===== src/rtl/cc_branch_unit_pkg.sv =====
// Shared encodings for the branch unit: 4-bit branch condition codes and FSM states.
package cc_branch_unit_pkg;

    typedef enum logic [3:0] {
        COND_ALWAYS = 4'd0,
        COND_NEVER  = 4'd1,
        COND_EQ     = 4'd2,   // Z
        COND_NE     = 4'd3,   // !Z
        COND_CS     = 4'd4,   // C
        COND_CC     = 4'd5,   // !C
        COND_MI     = 4'd6,   // S
        COND_PL     = 4'd7,   // !S
        COND_PE     = 4'd8,   // P
        COND_PO     = 4'd9,   // !P
        COND_LS     = 4'd10,  // C|Z
        COND_HI     = 4'd11,  // !C&!Z
        COND_LE     = 4'd12,  // S|Z
        COND_GT     = 4'd13,  // !S&!Z
        COND_RSV14  = 4'd14,
        COND_RSV15  = 4'd15
    } cond_e;

    typedef enum logic [2:0] {
        ST_IDLE     = 3'd0,
        ST_EVAL     = 3'd1,
        ST_DECIDE   = 3'd2,
        ST_REDIRECT = 3'd3,
        ST_WAITF    = 3'd4
    } br_state_e;

    localparam int FLAG_Z = 0;
    localparam int FLAG_C = 1;
    localparam int FLAG_S = 2;
    localparam int FLAG_P = 3;

endpackage


===== src/rtl/cc_branch_unit_cond_eval.sv =====
// Combinational condition evaluator: flags {P,S,C,Z} and a 4-bit condition give taken/illegal.
// Also used by the decoder for skip instructions.
module cc_cond_eval
    import cc_branch_unit_pkg::*;
(
    input  logic [3:0] i_flags,
    input  logic [3:0] i_condx,
    output logic       o_taken,
    output logic       o_illegal
);
    logic w_z, w_c, w_s, w_p;

    assign w_z = i_flags[FLAG_Z];
    assign w_c = i_flags[FLAG_C];
    assign w_s = i_flags[FLAG_S];
    assign w_p = i_flags[FLAG_P];

    always_comb begin
        o_taken   = 1'b0;
        o_illegal = 1'b0;
        case (i_condx)
            COND_ALWAYS: o_taken = 1'b1;
            COND_NEVER:  o_taken = 1'b0;
            COND_EQ:     o_taken = w_z;
            COND_NE:     o_taken = ~w_z;
            COND_CS:     o_taken = w_c;
            COND_CC:     o_taken = ~w_c;
            COND_MI:     o_taken = w_s;
            COND_PL:     o_taken = ~w_s;
            COND_PE:     o_taken = w_p;
            COND_PO:     o_taken = ~w_p;
            COND_LS:     o_taken = w_c | w_z;
            COND_HI:     o_taken = ~w_c & ~w_z;
            COND_LE:     o_taken = w_s | w_z;
            COND_GT:     o_taken = ~w_s & ~w_z;
            default:     o_illegal = 1'b1;  // reserved codes never branch
        endcase
    end
endmodule


===== src/rtl/cc_branch_unit.sv =====
// Branch unit: evaluates condition codes (with CC-latch bypass) and sequences PC redirect + flush.
// Optional macro BR_LINK_EN adds i_br_call / o_link for call-with-link.
module cc_branch_unit
    import cc_branch_unit_pkg::*;
#(
    parameter int OFFSET_W   = 9,
    parameter int WAIT_FETCH = 1
) (
    input  logic                i_clk,
    input  logic                i_rst_n,
    input  logic                i_fetch,
    input  logic                i_br_req,
    input  logic [3:0]          i_br_condx,
    input  logic                i_br_rel,
    input  logic [OFFSET_W-1:0] i_br_offset,
    input  logic [15:0]         i_br_target,
    input  logic [15:0]         i_pc,
    input  logic                i_cancel,
`ifdef BR_LINK_EN
    input  logic                i_br_call,
    output logic [15:0]         o_link,
`endif
    input  logic                i_cc_zero,
    input  logic                i_cc_carry,
    input  logic                i_cc_sign,
    input  logic                i_cc_parity,
    input  logic                i_ccl_ld,
    input  logic [3:0]          i_cc_next,
    output logic                o_br_ack,
    output logic                o_br_busy,
    output logic                o_br_taken,
    output logic                o_pc_ld,
    output logic [15:0]         o_pc_next,
    output logic                o_flush,
    output logic                o_br_illegal
);
    br_state_e           r_state;
    logic [3:0]          r_condx;
    logic                r_rel;
    logic [OFFSET_W-1:0] r_offset;
    logic [15:0]         r_target;
    logic [15:0]         r_pc;
    logic                r_taken;
    logic                r_illegal;
    logic                r_pc_ld;
    logic                r_flush;
    logic [15:0]         r_pc_next;

    logic [3:0]  w_flags;
    logic        w_taken;
    logic        w_illegal;
    logic        w_accept;
    logic [15:0] w_sext;
    logic [15:0] w_target;

    // A flag write landing in the EVAL cycle must be seen by this branch.
    assign w_flags  = i_ccl_ld ? i_cc_next : {i_cc_parity, i_cc_sign, i_cc_carry, i_cc_zero};
    assign w_accept = (r_state == ST_IDLE) && i_br_req && !i_cancel;
    assign w_sext   = {{(16-OFFSET_W){r_offset[OFFSET_W-1]}}, r_offset};
    assign w_target = r_rel ? (r_pc + w_sext) : r_target;

    cc_cond_eval u_cond_eval (
        .i_flags   (w_flags),
        .i_condx   (r_condx),
        .o_taken   (w_taken),
        .o_illegal (w_illegal)
    );

`ifdef BR_LINK_EN
    logic        r_call;
    logic [15:0] r_link;

    always_ff @(posedge i_clk or negedge i_rst_n) begin
        if (!i_rst_n) begin
            r_call <= 1'b0;
            r_link <= 16'h0000;
        end else begin
            if (w_accept)
                r_call <= i_br_call;
            if (r_state == ST_REDIRECT && r_call)
                r_link <= r_pc + 16'h0001;
        end
    end

    assign o_link = r_link;
`endif

    always_ff @(posedge i_clk or negedge i_rst_n) begin
        if (!i_rst_n) begin
            r_state   <= ST_IDLE;
            r_condx   <= 4'h0;
            r_rel     <= 1'b0;
            r_offset  <= '0;
            r_target  <= 16'h0000;
            r_pc      <= 16'h0000;
            r_taken   <= 1'b0;
            r_illegal <= 1'b0;
            r_pc_ld   <= 1'b0;
            r_flush   <= 1'b0;
            r_pc_next <= 16'h0000;
        end else begin
            r_pc_ld   <= 1'b0;
            r_flush   <= 1'b0;
            r_illegal <= 1'b0;
            case (r_state)
                ST_IDLE: begin
                    if (w_accept) begin
                        r_condx  <= i_br_condx;
                        r_rel    <= i_br_rel;
                        r_offset <= i_br_offset;
                        r_target <= i_br_target;
                        r_pc     <= i_pc;
                        r_state  <= ST_EVAL;
                    end
                end
                ST_EVAL: begin
                    if (i_cancel) begin
                        r_taken <= 1'b0;
                        r_state <= ST_IDLE;
                    end else begin
                        r_taken   <= w_taken;
                        r_illegal <= w_illegal;
                        r_state   <= ST_DECIDE;
                    end
                end
                ST_DECIDE: begin
                    if (i_cancel || !r_taken) begin
                        r_taken <= 1'b0;
                        r_state <= ST_IDLE;
                    end else begin
                        r_pc_ld   <= 1'b1;
                        r_flush   <= 1'b1;
                        r_pc_next <= w_target;
                        r_state   <= ST_REDIRECT;
                    end
                end
                ST_REDIRECT: begin
                    if (WAIT_FETCH != 0) begin
                        r_state <= ST_WAITF;
                    end else begin
                        r_taken <= 1'b0;
                        r_state <= ST_IDLE;
                    end
                end
                ST_WAITF: begin
                    if (i_fetch) begin
                        r_taken <= 1'b0;
                        r_state <= ST_IDLE;
                    end
                end
                default: begin
                    r_taken <= 1'b0;
                    r_state <= ST_IDLE;
                end
            endcase
        end
    end

    assign o_br_ack     = w_accept;
    assign o_br_busy    = (r_state != ST_IDLE);
    assign o_br_taken   = r_taken;
    assign o_pc_ld      = r_pc_ld;
    assign o_flush      = r_flush;
    assign o_pc_next    = r_pc_next;
    assign o_br_illegal = r_illegal;
endmodule


===== config.mk =====
export PLATFORM = sky130hd
export DESIGN_NAME = cc_branch_unit
export DESIGN_NICKNAME = d
export VERILOG_FILES = /design/src/rtl/cc_branch_unit_pkg.sv /design/src/rtl/cc_branch_unit_cond_eval.sv /design/src/rtl/cc_branch_unit.sv
export SDC_FILE = /design/constraint.sdc
export NUM_CORES = 1
export LEC_CHECK = 0
export CAP_MARGIN = 20
export CORE_MARGIN = 2
export CORE_UTILIZATION = 50
export DETAILED_ROUTE_END_ITERATION = 7
export MAX_ROUTING_LAYER = met4
export PLACE_DENSITY = 0.83
export SLEW_MARGIN = 20
export SYNTH_ARGS = -nofsm -noshare
export SYNTH_HDL_FRONTEND = slang
export SYNTH_SLANG_ARGS = --single-unit

===== constraint.sdc =====
create_clock -name i_clk -period 5.9 [get_ports i_clk]
set_input_delay 0.59 -clock i_clk [delete_from_list [all_inputs] [get_ports i_clk]]
set_output_delay 0.59 -clock i_clk [all_outputs]
set_load 0.1 [all_outputs]

==> results of run 1 <==
[cells by family (layout without fill, tap and decap cells)]
kind of cell | after synthesis | count (layout)
and+or+nand+nor | 202 | 202
AOI/OAI and AO/OA | 68 | 68
DFF | 68 | 68
buffers and inverters | 31 | 111
adders and majority gates | 16 | 16
muxes | 16 | 16
xor gates and xnor gates | 15 | 15
[routing by layer]
metal	routed length, um	up-vias	share of wire (%)	global-route usage [%]
met5	0	-	0	-
li1	-	1546	-	-
met1	3730	1406	46	28.7
met4	110	0	1.4	7.99
met2	3900	88	48	34.3
met3	301	11	3.7	3.97
[cell usage after synthesis, types with 3 or more instances]
| master | instances | area, sq um |
|---|---|---|
| a21o_1 | 4 | 30.0 |
| a21oi_1 | 15 | 75.1 |
| clkbuf_1 | 16 | 60.1 |
| dfrtp_1 | 68 | 1700 |
| ha_1 | 15 | 188 |
| inv_1 | 10 | 37.5 |
| mux2_2 | 3 | 33.8 |
| mux2i_1 | 13 | 130 |
| nand2_1 | 159 | 597 |
| nand3_1 | 6 | 30.0 |
| nor2_1 | 13 | 48.8 |
| nor2b_1 | 3 | 18.8 |
| nor3_1 | 3 | 15.0 |
| nor3b_1 | 6 | 45.0 |
| o21ai_0 | 24 | 120 |
| or3_1 | 3 | 18.8 |
| xnor2_1 | 12 | 105 |
| xor2_1 | 3 | 26.3 |
[sequential cells by signal (all words and copies together) (netlist names)]
register and count:
r_pc 16, r_rel 1, r_state 3, o_br_illegal 1
r_offset 9, o_br_taken 1, r_condx 4, o_flush 1
r_target 16, o_pc_next 16
[area by class of cell]
type                       instances  area, sq um  area share, %
sequential                        68         1700           36.8
tap                               96          120           2.60
inverter                          11         41.3          0.892
multi-input combinational        317         1770           38.3
clock inverter                     5         30.0          0.649
timing repair buffer              85          833           18.0
clock buffer                      10          128           2.76
[where the power goes]
group | internal, W | switching, W
clock | 0.000148 | 0.000170
sequential | 0.000590 | 0.0000888
combinational | 0.000335 | 0.000744
total | 0.00107 | 0.00100
[path summary, 6_finish.rpt]
| kind | startpoint | end | slack [ns] |
|---|---|---|---|
| max | r_state[0] | o_br_busy | 3.18 |
| max in group asynchronous | i_rst_n | r_offset[0] | 4.91 |
| max reg2reg | r_offset[8] | o_pc_next[13] | 3.50 |
| min in group i_clk | r_target[5] | r_target[5] | 0.48 |
| min reg2reg | r_target[5] | r_target[5] | 0.48 |
| min | i_rst_n | r_condx[0] | 0.42 |
[per-stage QoR]
step	worst slack (ns)	hold slack, ns
after floorplan	3.33	0.294
after global placement	3.26	0.453
after detailed placement	3.20	0.455
after CTS	3.16	0.464
after global routing	3.11	0.500
final	3.18	0.421
==> impl_metrics.py, run 1 <==
metrics = {
    "cells_and_area": {
        "stdcell_area_sq_um": 4630,
        "drive_gt1_share_pct": 5.44,
        "utilization_pct": 67.4,
        "instances_no_fill": 592,
        "mostFrequentLayoutCell": "nand2_1",
        "antenna_cells": 0,
        "final_cell_mix": "nand2_1, clkdlybuf4s50_1, dfrtp_1, o21ai_0",
        "fillers": 581,
        "area_delta_synth_final_pct": 28.4,
        "fin_nets": 568,
    },
    "synth": {
        "synth_area_sq_um": 3600,
        "muxShareOfSynthArea_pct": 4.55,
        "yosysWarnings": 0,
        "synth_compound_area_share_pct": 12.1,
        "yosys_register_bits": 68,
        "synth.net_count": 492,
        "avgSynthCellArea_sq_um": 8.67,
        "synth_edf_count": 0,
        "synth_top_family_by_area": "simple AND/OR/NAND/NOR gates",
        "dominantRegCellSynth": "dfrtp_1",
        "async_reset_ff_share_pct": 100,
        "synth-xor-area-share_pct": 3.64,
        "ys_seq_area_share_pct": 47.2,
        "synthAdderAreaFrac_pct": 5.76,
        "synthSimpleGateAreaFrac_pct": 23.1,
        "synth_cell_types": 50,
        "synthCells": 416,
    },
    "setup_path": {
        "slowest_stage": "clkdlybuf4s50_1",
        "path_depth": 2,
        "crit_chain": "or3_1, clkdlybuf4s50_1",
        "r2r_cells": 8,
        "start_kind": "register",
        "required_ns": 5.31,
        "worst-path-buf-inv": 1,
        "cp.arrival_ns": 2.13,
        "cp_top_family": "buffers and inverters",
        "path_class": "register to output pin",
        "crit_path_end_kind": "output pin",
        "cp_max_fo": 7,
        "crit_path_max_incr_delay_ns": 0.97,
    },
    "die": {
        "start_util_pct": 52.5,
        "ioPinCount": 82,
        "die-area_sq_um": 7900,
        "die_x_um": 88.9,
        "std_cell_rows": 30,
        "core_area_sq_um": 6870,
        "die_h_um": 88.9,
    },
    "timing": {
        "fmax_mhz": 368,
        "worst_pin_slew_ns": 0.973,
        "finalSetupViolCount": 0,
        "finalHoldViolations": 0,
        "slew_headroom_pct": 34.9,
        "rsz0062_at_grt": "no",
        "drv_slew": 0,
        "setup_tns_ns": 0,
        "min_period_over_period_pct": 46.1,
        "period_minus_slack_ns": 2.72,
        "finalClockSkew_ns": 0.00814,
    },
    "pwr": {
        "ir_drop_mv": 0.148,
        "powerDensity_nw_per_um2": 449,
        "report.power.total_w": 0.00208,
        "leakage_nw": 2.19,
    },
    "global_route": {
        "grt_overflow_total": 0,
        "grt_pass1_vias": 2935,
        "antenna_found_initial": 0,
        "grt_max_degree": 69,
        "track_usage_pct": 21.9,
        "grt_pass1_wl_um": 13100,
    },
    "route": {
        "ant_nets": 0,
        "drc": 0,
        "wl_per_cell_um": 13.6,
        "drtIter0Drc": 93,
        "detail_route.vias_per_cell": 5.15,
        "dr.pass1.iters": 5,
        "num_vias": 3051,
        "drt-total-wl_um": 8050,
    },
    "status": {
        "outcome": "finished clean",
    },
    "placed_design": {
        "dpl_cell_area_sq_um": 4470,
        "port_buffers": 81,
        "placed_cells": 577,
        "place.gp.congestion": 0.828,
        "hpwlAfterDp_um": 5940,
    },
    "clock_network": {
        "clock-root-buffer": "clkbuf_8",
        "post_cts_buffers": 0,
        "clk_pin_slew_ns": 0.08,
        "cts-htree-levels": 3,
        "clock_latency_ns": 0.33,
        "cts.sinks": 68,
        "hold_buffers": 0,
        "cts_tree": "built",
        "cts_max_path_buffers": 2,
        "cts_resized": 0,
        "cts_buffers": 9,
    },
    "job": {
        "cap_violations": 0,
    },
    "min_path": {
        "hold_class": "input port to async pin",
    },
}
(Power assumes the default switching activity.)
==> inputs of run 2 (changes only) <==
==> constraint.sdc (replaced) <==
create_clock -name i_clk -period 2.52 [get_ports i_clk]
set_input_delay 0.252 -clock i_clk [delete_from_list [all_inputs] [get_ports i_clk]]
set_output_delay 0.252 -clock i_clk [all_outputs]
set_load 0.1 [all_outputs]
==> run 2 against run 1 <==
Compared with the run above:
- flip-flop and latch count unchanged
- sequential power up 140%
- worst setup slack worse by 3.0 ns
- clock skew down 0.0025 ns
- cell count up 0.68%
- routed wire length up 5.7%
- core utilization up 0.66 points
- clock power rose to 2.8 times the previous value
- critical path depth up 6
- critical endpoint is now o_pc_next[13]
- largest power group unchanged
==> impl_metrics.py, run 2 (synthesized netlist as in run 1, its figures left out) <==
metrics = {
    "status": {
        "outcome": "finished clean",
    },
    "pwr": {
        "ir_drop_mv": 0.381,
        "report.power.total_w": 0.00501,
        "powerDensity_nw_per_um2": 1070,
        "leakage_nw": 2.27,
    },
    "clock_network": {
        "cts-htree-levels": 3,
        "cts.sinks": 68,
        "hold_buffers": 1,
        "post_cts_buffers": 0,
        "clock_latency_ns": 0.34,
        "clk_pin_slew_ns": 0.07,
        "cts_buffers": 9,
        "cts_resized": 0,
        "cts_tree": "built",
        "clock-root-buffer": "clkbuf_8",
        "cts_max_path_buffers": 2,
    },
    "setup_path": {
        "cp_max_fo": 9,
        "rrSetupSlack_ns": 0.19,
        "crit_path_end_kind": "register",
        "start_kind": "register",
        "required_ns": 2.76,
        "path_class": "register to register",
        "cp.arrival_ns": 2.57,
    },
    "cells_and_area": {
        "fillers": 543,
        "antenna_cells": 0,
        "final_cell_mix": "nand2_1, dfrtp_1, clkdlybuf4s50_1, buf_4, o21ai_0",
        "fin_nets": 573,
        "area_delta_synth_final_pct": 29.6,
        "mostFrequentLayoutCell": "nand2_1",
        "drive_gt1_share_pct": 10.2,
    },
    "route": {
        "ant_nets": 0,
        "drt-total-wl_um": 8510,
        "num_vias": 3088,
        "detail_route.vias_per_cell": 5.18,
        "dr.pass1.iters": 4,
        "wl_per_cell_um": 14.3,
        "drc": 0,
        "drtIter0Drc": 134,
    },
    "timing": {
        "finalHoldViolations": 0,
        "drv_slew": 0,
        "min_period_over_period_pct": 92.3,
        "rsz0062_at_grt": "no",
        "finalSetupViolCount": 0,
        "worst_pin_slew_ns": 0.482,
        "period_minus_slack_ns": 2.33,
        "setup_tns_ns": 0,
        "slew_headroom_pct": 67.9,
        "fmax_mhz": 430,
        "setup_ws_ns": 0.193,
        "finalClockSkew_ns": 0.00566,
    },
    "global_route": {
        "antenna_found_initial": 0,
        "grt_pass1_vias": 3048,
        "grt_max_degree": 42,
        "grt_pass1_wl_um": 14200,
        "track_usage_pct": 24.3,
        "grt_overflow_total": 0,
    },
    "die": {
        "std_cell_rows": 30,
        "core_area_sq_um": 6870,
        "start_util_pct": 52.5,
        "die_x_um": 88.9,
        "die_h_um": 88.9,
        "die-area_sq_um": 7900,
        "ioPinCount": 82,
    },
    "job": {
        "cap_violations": 0,
    },
    "placed_design": {
        "hpwlAfterDp_um": 6200,
        "port_buffers": 81,
        "place.gp.congestion": 0.841,
        "pre_cts_ws_ns": 0.246,
    },
    "min_path": {
        "hold_class": "input port to async pin",
    },
}
run 2: cell type report:
cell class | instances | area, sq um | share of cell area, %
clock buffers | 12 | 155 | 3.32
clock inverters | 2 | 35.0 | 0.750
inverters | 11 | 41.3 | 0.884
multi-input cells | 317 | 1770 | 37.9
flip-flops and latches | 68 | 1700 | 36.4
well taps | 96 | 120 | 2.57
repair buffers | 90 | 846 | 18.1
run 2: critical path, stage by stage, from the launching register on:
cell,delay (ns)
dfrtp_1,0.49
ha_1,0.44
a21o_1,0.24
a311oi_1,0.22
o21ai_0,0.13
o211ai_1,0.12
o311ai_1,0.15
xnor2_1,0.15
a311oi_1,0.28
run 2: layer usage:
metal | vias to the layer above | share of wire, % | GRT usage [%]
li1 | 1550 | - | -
met1 | 1451 | 46 | 32.2
met2 | 79 | 47 | 37.7
met3 | 8 | 4.9 | 4.80
met4 | 0 | 1.3 | 7.85
met5 | - | 0 | -
run 2: worst paths after layout:
| check | endpoint | start | depth (start not counted) |
|---|---|---|---|
| max | o_pc_next[13] | r_offset[8] | 8 |
| min | o_br_illegal | i_rst_n | 2 |
| max reg2reg | o_pc_next[13] | r_offset[8] | 8 |
| min reg2reg | r_target[14] | r_target[14] | 2 |
| max in group asynchronous | o_flush | i_rst_n | 3 |
| min in group i_clk | r_target[13] | i_br_target[13] | 3 |
run 2: through the flow:
step | hold WS (ns) | area (sq um) | cells | util, %
after floorplan | -0.0436 | 3600 | 416 | -
after global placement | 0.239 | 4470 | 581 | 65.1
after detailed placement | 0.250 | 4470 | 581 | 65.1
after CTS | 0.410 | 4670 | 596 | 68.0
after global routing | 0.433 | 4670 | 596 | 68.0
final | 0.401 | 4670 | 596 | 68.0
run 2: where the power goes:
part / leakage, nW / switching (W) / total (W) / internal [W]
Combinational: 1.32 / 0.00177 / 0.00252 / 0.000750
Sequential: 0.854 / 0.000213 / 0.00160 / 0.00138
Clock: 0.0983 / 0.000396 / 0.000895 / 0.000499
Total: 2.27 / 0.00238 / 0.00501 / 0.00263
==> inputs of run 3 (changes only) <==
--- a/config.mk
+++ b/config.mk
@@ -9,6 +9,7 @@
 export CORE_MARGIN = 2
 export CORE_UTILIZATION = 50
 export DETAILED_ROUTE_END_ITERATION = 7
+export GPL_ROUTABILITY_DRIVEN = 1
 export MAX_ROUTING_LAYER = met4
 export PLACE_DENSITY = 0.83
 export SLEW_MARGIN = 20
==> results of run 3 <==
No change in the layout: final DEF, timing and power equal those of run 2.
